<file path="src/rtl/riscv_pkg.sv">
`default_nettype none
// ============================================================================
// Module      : riscv_pkg
// Description : Shared constants, fetch state encoding and buffer entry type.
// Revision    : 1.0  initial release
// ============================================================================
package riscv_pkg;

    localparam int XLEN = 32;

    localparam logic [XLEN-1:0] NOP_INST         = 32'h0000_0013;
    localparam logic [XLEN-1:0] DEFAULT_RESET_PC = 32'h0000_0000;

    // Buffer sizing covers the largest legal DEPTH (4)
    localparam int FETCH_MAX_DEPTH = 4;
    localparam int FETCH_CNT_W     = 3;
    localparam int FETCH_PTR_W     = 2;

    localparam logic [0:0] FETCH_ST_FETCH = 1'b0;
    localparam logic [0:0] FETCH_ST_FLUSH = 1'b1;

    typedef struct packed {
        logic [XLEN-1:0] pc;
        logic [XLEN-1:0] inst;
    } fetch_entry_t;

    function automatic logic [XLEN-1:0] align_word(input logic [XLEN-1:0] addr);
        return {addr[XLEN-1:2], 2'b00};
    endfunction

endpackage
`default_nettype wire

</file>
<file path="src/rtl/fetch_buffer.sv">
`default_nettype none
// ============================================================================
// Module      : fetch_buffer
// Description : DEPTH-entry FIFO of {pc, inst} with push, pop and clear.
// Revision    : 1.0  initial release
// ============================================================================
module fetch_buffer
    import riscv_pkg::*;
#(
    parameter int DEPTH = 2
) (
    input  logic                   clk,
    input  logic                   rst,
    input  logic                   i_clear,
    input  logic                   i_push,
    input  logic [XLEN-1:0]        i_push_pc,
    input  logic [XLEN-1:0]        i_push_inst,
    input  logic                   i_pop,
    output logic [XLEN-1:0]        o_head_pc,
    output logic [XLEN-1:0]        o_head_inst,
    output logic [FETCH_CNT_W-1:0] o_count,
    output logic                   o_full,
    output logic                   o_empty
);

    fetch_entry_t               r_mem [FETCH_MAX_DEPTH];
    logic [FETCH_PTR_W-1:0]     r_rd_ptr;
    logic [FETCH_PTR_W-1:0]     r_wr_ptr;
    logic [FETCH_CNT_W-1:0]     r_count;
    logic                       w_do_push;
    logic                       w_do_pop;
    fetch_entry_t               w_head;

    function automatic logic [FETCH_PTR_W-1:0] next_ptr(input logic [FETCH_PTR_W-1:0] p);
        return (p == FETCH_PTR_W'(DEPTH - 1)) ? '0 : p + 1'b1;
    endfunction

    assign o_empty   = (r_count == '0);
    assign o_full    = (r_count == FETCH_CNT_W'(DEPTH));
    assign o_count   = r_count;
    assign w_do_push = i_push & ~i_clear;
    assign w_do_pop  = i_pop & ~i_clear & ~o_empty;

    assign w_head      = r_mem[r_rd_ptr];
    assign o_head_pc   = w_head.pc;
    assign o_head_inst = w_head.inst;

    always_ff @(posedge clk) begin
        if (rst || i_clear) begin
            r_rd_ptr <= '0;
            r_wr_ptr <= '0;
            r_count  <= '0;
        end else begin
            if (w_do_push) begin
                r_wr_ptr <= next_ptr(r_wr_ptr);
            end
            if (w_do_pop) begin
                r_rd_ptr <= next_ptr(r_rd_ptr);
            end
            r_count <= r_count + FETCH_CNT_W'(w_do_push) - FETCH_CNT_W'(w_do_pop);
        end
    end

    // Payload storage needs no reset; validity is tracked by r_count
    always_ff @(posedge clk) begin
        if (w_do_push) begin
            r_mem[r_wr_ptr] <= '{pc: i_push_pc, inst: i_push_inst};
        end
    end

endmodule
`default_nettype wire

</file>
<file path="src/rtl/fetch_unit.sv">
`default_nettype none
// ============================================================================
// Module      : fetch_unit
// Description : Credit-based instruction fetch with redirect flush handling.
// Revision    : 1.0  initial release
// ============================================================================
module fetch_unit
    import riscv_pkg::*;
#(
    parameter logic [XLEN-1:0] RESET_PC = DEFAULT_RESET_PC,
    parameter int              DEPTH    = 2
) (
    input  logic            clk,
    input  logic            rst,
    input  logic            IF_ID_Stall,
    input  logic            Redirect,
    input  logic [XLEN-1:0] Redirect_PC,
    output logic            imem_req,
    output logic [XLEN-1:0] imem_addr,
    input  logic            imem_ready,
    input  logic            imem_rvalid,
    input  logic [XLEN-1:0] imem_rdata,
    output logic [XLEN-1:0] instOut,
    output logic [XLEN-1:0] PC,
    output logic            inst_valid
);

    localparam int CW = FETCH_CNT_W;

    logic [0:0]      r_state;
    logic [0:0]      w_state_next;
    logic [XLEN-1:0] r_fetch_pc;
    logic [XLEN-1:0] r_resp_pc;
    logic [CW-1:0]   r_outstanding;
    logic [CW-1:0]   r_drop_cnt;

    logic [XLEN-1:0] w_redirect_pc;
    logic [CW-1:0]   w_inflight_after;
    logic [CW-1:0]   w_credit_used;
    logic [CW-1:0]   w_buf_count;
    logic [XLEN-1:0] w_head_pc;
    logic [XLEN-1:0] w_head_inst;
    logic            w_buf_full;
    logic            w_buf_empty;
    logic            w_accept;
    logic            w_push;
    logic            w_pop;

    assign w_redirect_pc    = align_word(Redirect_PC);
    assign w_inflight_after = r_outstanding - CW'(imem_rvalid);
    assign w_pop            = ~w_buf_empty & ~IF_ID_Stall & ~Redirect;
    // The entry leaving this cycle frees its credit now, which sustains one per cycle
    assign w_credit_used    = r_outstanding + w_buf_count - CW'(w_pop);
    assign w_accept         = imem_req & imem_ready;

    always_ff @(posedge clk) begin
        if (rst) begin
            r_state <= FETCH_ST_FETCH;
        end else begin
            r_state <= w_state_next;
        end
    end

    always_comb begin
        w_state_next = r_state;
        if (Redirect) begin
            w_state_next = (w_inflight_after != '0) ? FETCH_ST_FLUSH : FETCH_ST_FETCH;
        end else if ((r_state == FETCH_ST_FLUSH) && imem_rvalid && (r_drop_cnt == CW'(1))) begin
            w_state_next = FETCH_ST_FETCH;
        end
    end

    always_comb begin
        imem_req = 1'b0;
        w_push   = 1'b0;
        if (!rst && (r_state == FETCH_ST_FETCH) && !Redirect) begin
            imem_req = (w_credit_used < CW'(DEPTH)) && !(w_buf_full && !w_pop);
            w_push   = imem_rvalid;
        end
    end

    always_ff @(posedge clk) begin
        if (rst) begin
            r_fetch_pc    <= RESET_PC;
            r_resp_pc     <= RESET_PC;
            r_outstanding <= '0;
            r_drop_cnt    <= '0;
        end else begin
            r_outstanding <= r_outstanding + CW'(w_accept) - CW'(imem_rvalid);
            if (Redirect) begin
                r_fetch_pc <= w_redirect_pc;
                r_resp_pc  <= w_redirect_pc;
                r_drop_cnt <= w_inflight_after;
            end else begin
                if (w_accept) begin
                    r_fetch_pc <= r_fetch_pc + 32'd4;
                end
                // Response PC follows request order rather than fetch_pc
                if (w_push) begin
                    r_resp_pc <= r_resp_pc + 32'd4;
                end
                if ((r_state == FETCH_ST_FLUSH) && imem_rvalid) begin
                    r_drop_cnt <= r_drop_cnt - 1'b1;
                end
            end
        end
    end

    fetch_buffer #(
        .DEPTH (DEPTH)
    ) u_fetch_buffer (
        .clk         (clk),
        .rst         (rst),
        .i_clear     (Redirect),
        .i_push      (w_push),
        .i_push_pc   (r_resp_pc),
        .i_push_inst (imem_rdata),
        .i_pop       (w_pop),
        .o_head_pc   (w_head_pc),
        .o_head_inst (w_head_inst),
        .o_count     (w_buf_count),
        .o_full      (w_buf_full),
        .o_empty     (w_buf_empty)
    );

    assign imem_addr  = r_fetch_pc;
    assign inst_valid = ~w_buf_empty;
    assign instOut    = w_buf_empty ? NOP_INST : w_head_inst;
    assign PC         = w_buf_empty ? '0 : w_head_pc;

endmodule
`default_nettype wire

</file>
<file path="config.mk">
export PLATFORM = sky130hd
export DESIGN_NAME = fetch_unit
export DESIGN_NICKNAME = d
export VERILOG_FILES = /design/src/rtl/riscv_pkg.sv /design/src/rtl/fetch_buffer.sv /design/src/rtl/fetch_unit.sv
export SDC_FILE = /design/constraint.sdc
export NUM_CORES = 1
export LEC_CHECK = 0
export ABC_AREA = 1
export ABC_CLOCK_PERIOD_IN_PS = 6400
export CAP_MARGIN = 20
export CORE_ASPECT_RATIO = 1.4
export CORE_MARGIN = 5
export CORE_UTILIZATION = 45
export CTS_CLUSTER_DIAMETER = 80
export DETAILED_ROUTE_END_ITERATION = 6
export GPL_ROUTABILITY_DRIVEN = 1
export PLACE_DENSITY = 0.69
export SYNTH_ARGS = -nofsm -noshare
export SYNTH_HDL_FRONTEND = slang
export SYNTH_HIERARCHICAL = 1
export SYNTH_SLANG_ARGS = --single-unit
</file>
<file path="constraint.sdc">
create_clock -name clk -period 6.4 [get_ports clk]
set_input_delay 1.28 -clock clk [delete_from_list [all_inputs] [get_ports clk]]
set_output_delay 1.28 -clock clk [all_outputs]
set_load 0.005 [all_outputs]
</file>
==> out/qor.csv <==
metric;value;unit
insertion_delay;0.56;ns
grt_use_met1;22.99;%
grt_use_met3;2.561;%
cts.clk_slew.worst_paths;0.06;ns
wl_per_cell;16.66;µm
p_comb_share;6.7;%
p_seq_share;52.7;%
ctsHoldBuffers;0;
die-height;228.6;µm
num_rows;80;
clkPwrFrac;40.6;%
synthToLayoutAreaGrowth;19.16;%
yosysUniqueCellTypes;44;
cts_tree;done;
max_freq;0.1917;GHz
core;33930;µm²
outcome;finished clean;
clockBufferDepth;3;
port_buffers;163;
synth-seq-area-share;59.95;%
cts_inserted_buffers;31;
period_needed;5.216;ns
rsz0062_at_grt;false;
worst-setup-path-type;input port to primary output;
max_cap_violations;0;
die_area;37980;µm²
num_io_pins;168;
syn_area;15360;µm²
intPower;3.619;mW
top_usage_layer;met2;
diodes;0;
powerDensity;252.3;nW/µm²
met2_usage;34.95;%
irDropWorstVdd;0.0002116;V
pre_cts_ws;1.140;ns
grt_antenna_before_repair;0;
whs;0.4227;ns
ctsResizeCount;0;
yosysMostFrequentCell;nor2_1;
via_count;11820;
grtUsageTotal;19.21;%
die_w;166.2;µm
synth-edff-count;256;
yosys-top-cells-count;nor2_1, nand2_1, edfxtp_1;
power.share.switching;21.62;%
avgSynthCellArea;9.401;µm²
grt_overflow_total;0;
r2r_slack;2.43;ns
cp.required;5.12;ns
worstHoldPathType;flip-flop to flip-flop;
power.total;4.618;mW
avgViaCountPerCell;5.247;
synth_flop_cell;edfxtp_1;
async_flop_share;0;%
hp-start;u_fetch_buffer/r_rd_ptr[1];
dp_hpwl;23640;µm
regToRegEndpoint;r_outstanding[2];
detail-route-antenna-nets;0;
drc_errors;0;
fin_ws;1.184;ns
endpoint_kind;primary output;
yosysTopAreaCell;edfxtp_1;
finalWeightedCongestion;0.9005;
cts_root_buffer;clkbuf_16;
numClockSinks;332;
synthDominantCellAreaShare;50.04;%
setup_viol;0;
grt_pass1_wl;59830;µm
fin_worst_skew;0.02182;ns
drt_first_pass_iters;5;
tightest_slew;1.025;ns
start_util;45.27;%
drv_slew;0;
grt_max_degree;69;
synthTopCellsByArea;edfxtp_1, dfxtp_1, nor2_1;
r2r-start;u_fetch_buffer/o_count[2];
drt-initial-drc-count;809;
synth_cells;1634;
p_switching;0.9981;mW
p_leak;6.635;nW
crit_arrival;3.94;ns
htreeDepth;1;
utilization;53.94;%
reg2reg_depth;16;
nFillCells;2987;
critPathMaxFanout;2;
grt_pass1_vias;11710;
drt_wl_total;37510;µm
period_share;81.50;%
final_hold_viol_count;0;
regArea;9214;µm²
synth_seq_cells;332;
multi_input_area;5111;µm²
post_cts_buffers;0;
crit_end;imem_req;
start_kind;input port;
max_slew_margin;31.68;%
nets;1862;
ys_warn_count;6;
drive_above_1_share;6.496;%
cp-startpoint;IF_ID_Stall;
[registers in the layout (all words and copies together), names as in the netlist, named ones only]
name and cells:
imem_addr 30, r_drop_cnt 3, r_outstanding 3, r_resp_pc 30
r_state 1, u_fetch_buffer/o_count 3, u_fetch_buffer/r_mem 256, u_fetch_buffer/r_rd_ptr 2
u_fetch_buffer/r_wr_ptr 2
[placed cells by master, fill, tap and decap left out, types with 4 or more instances in the layout]
cell	n
o21ai_0	96
xnor2_1	4
xor2_1	18
nand4_1	6
clkbuf_1	8
o21bai_1	4
o22ai_1	64
o21ai_1	62
a31oi_1	12
conb_1	10
nand2_2	5
clkinvlp_4	5
bufinv_16	4
nor2_4	7
clkdlybuf4s50_1	162
or2_2	8
nor3_1	7
dfxtp_1	74
nand3b_1	7
nor2_1	305
inv_2	8
edfxtp_1	256
nand2_1	289
clkbuf_16	32
a21oi_1	59
ha_1	12
inv_1	151
nor2_2	12
nand3_1	63
buf_4	16
[area by class of cell]
class                      instances  area share [%]
clock buffer                      43           4.765
tap                              451           3.083
timing repair buffer             179           9.543
inverter                         162           3.350
sequential                       332           50.34
clock inverter                    14          0.9980
multi-input combinational       1071           27.92
[critical path, stage by stage]
cell and delay (ns):
clkdlybuf4s50_1 0.42, nor3_1 0.27, ha_1 0.28, or2_2 0.30
fa_1 0.50, nand4_2 0.13, nor2_4 0.17, nand2_1 0.06
inv_1 0.05, clkdlybuf4s50_1 0.49
[cell families after synthesis]
kind of cell / synth area share, %
DFF: 59.95
other: 0.02441
buffers and inverters: 7.160
adders and majority gates: 1.368
AOI/OAI and AO/OA: 10.73
and+or+nand+nor: 19.52
xor gates and xnor gates: 1.254
[per-layer routing]
layer  vias to the layer above  routed length [µm]
met5                         -                   0
li1                       5753                   -
met1                      5649               15320
met2                       342               19180
met4                         0                1230
met3                        73                1791
[metrics by stage]
| step | TNS, ns | std cells | area [µm²] |
|---|---|---|---|
| 6_report | 0 | 2252 | 18300 |
| 3_5_place_dp | 0 | 2195 | 17250 |
| 4_1_cts | 0 | 2252 | 18300 |
| 5_1_grt | 0 | 2252 | 18300 |
| 2_1_floorplan | -48.73 | 1643 | 15390 |
| 3_3_place_gp | 0 | 2195 | 17250 |
[power by group through the flow]
| stage | Sequential (mW) | Clock [mW] | Combinational [mW] |
|---|---|---|---|
| 4_1_cts | 2.43 | 1.92 | 0.312 |
| 6_report | 2.43 | 1.87 | 0.310 |
| 2_1_floorplan | 2.46 | 0 | 0.187 |
| 5_1_grt | 2.44 | 2.00 | 0.354 |
| 3_3_place_gp | 2.47 | 0 | 0.301 |
| 3_5_place_dp | 2.48 | 0 | 0.309 |
[worst min-delay path by stage]
stage	endpoint	slack [ns]	depth (start not counted)
6_report	flip-flop	0.42	2
5_1_grt	flip-flop	0.46	2
4_1_cts	flip-flop	0.42	2
3_5_place_dp	flip-flop	0.41	2
3_3_place_gp	flip-flop	0.40	2
2_1_floorplan	flip-flop	0.40	2
(Power assumes the default switching activity.)
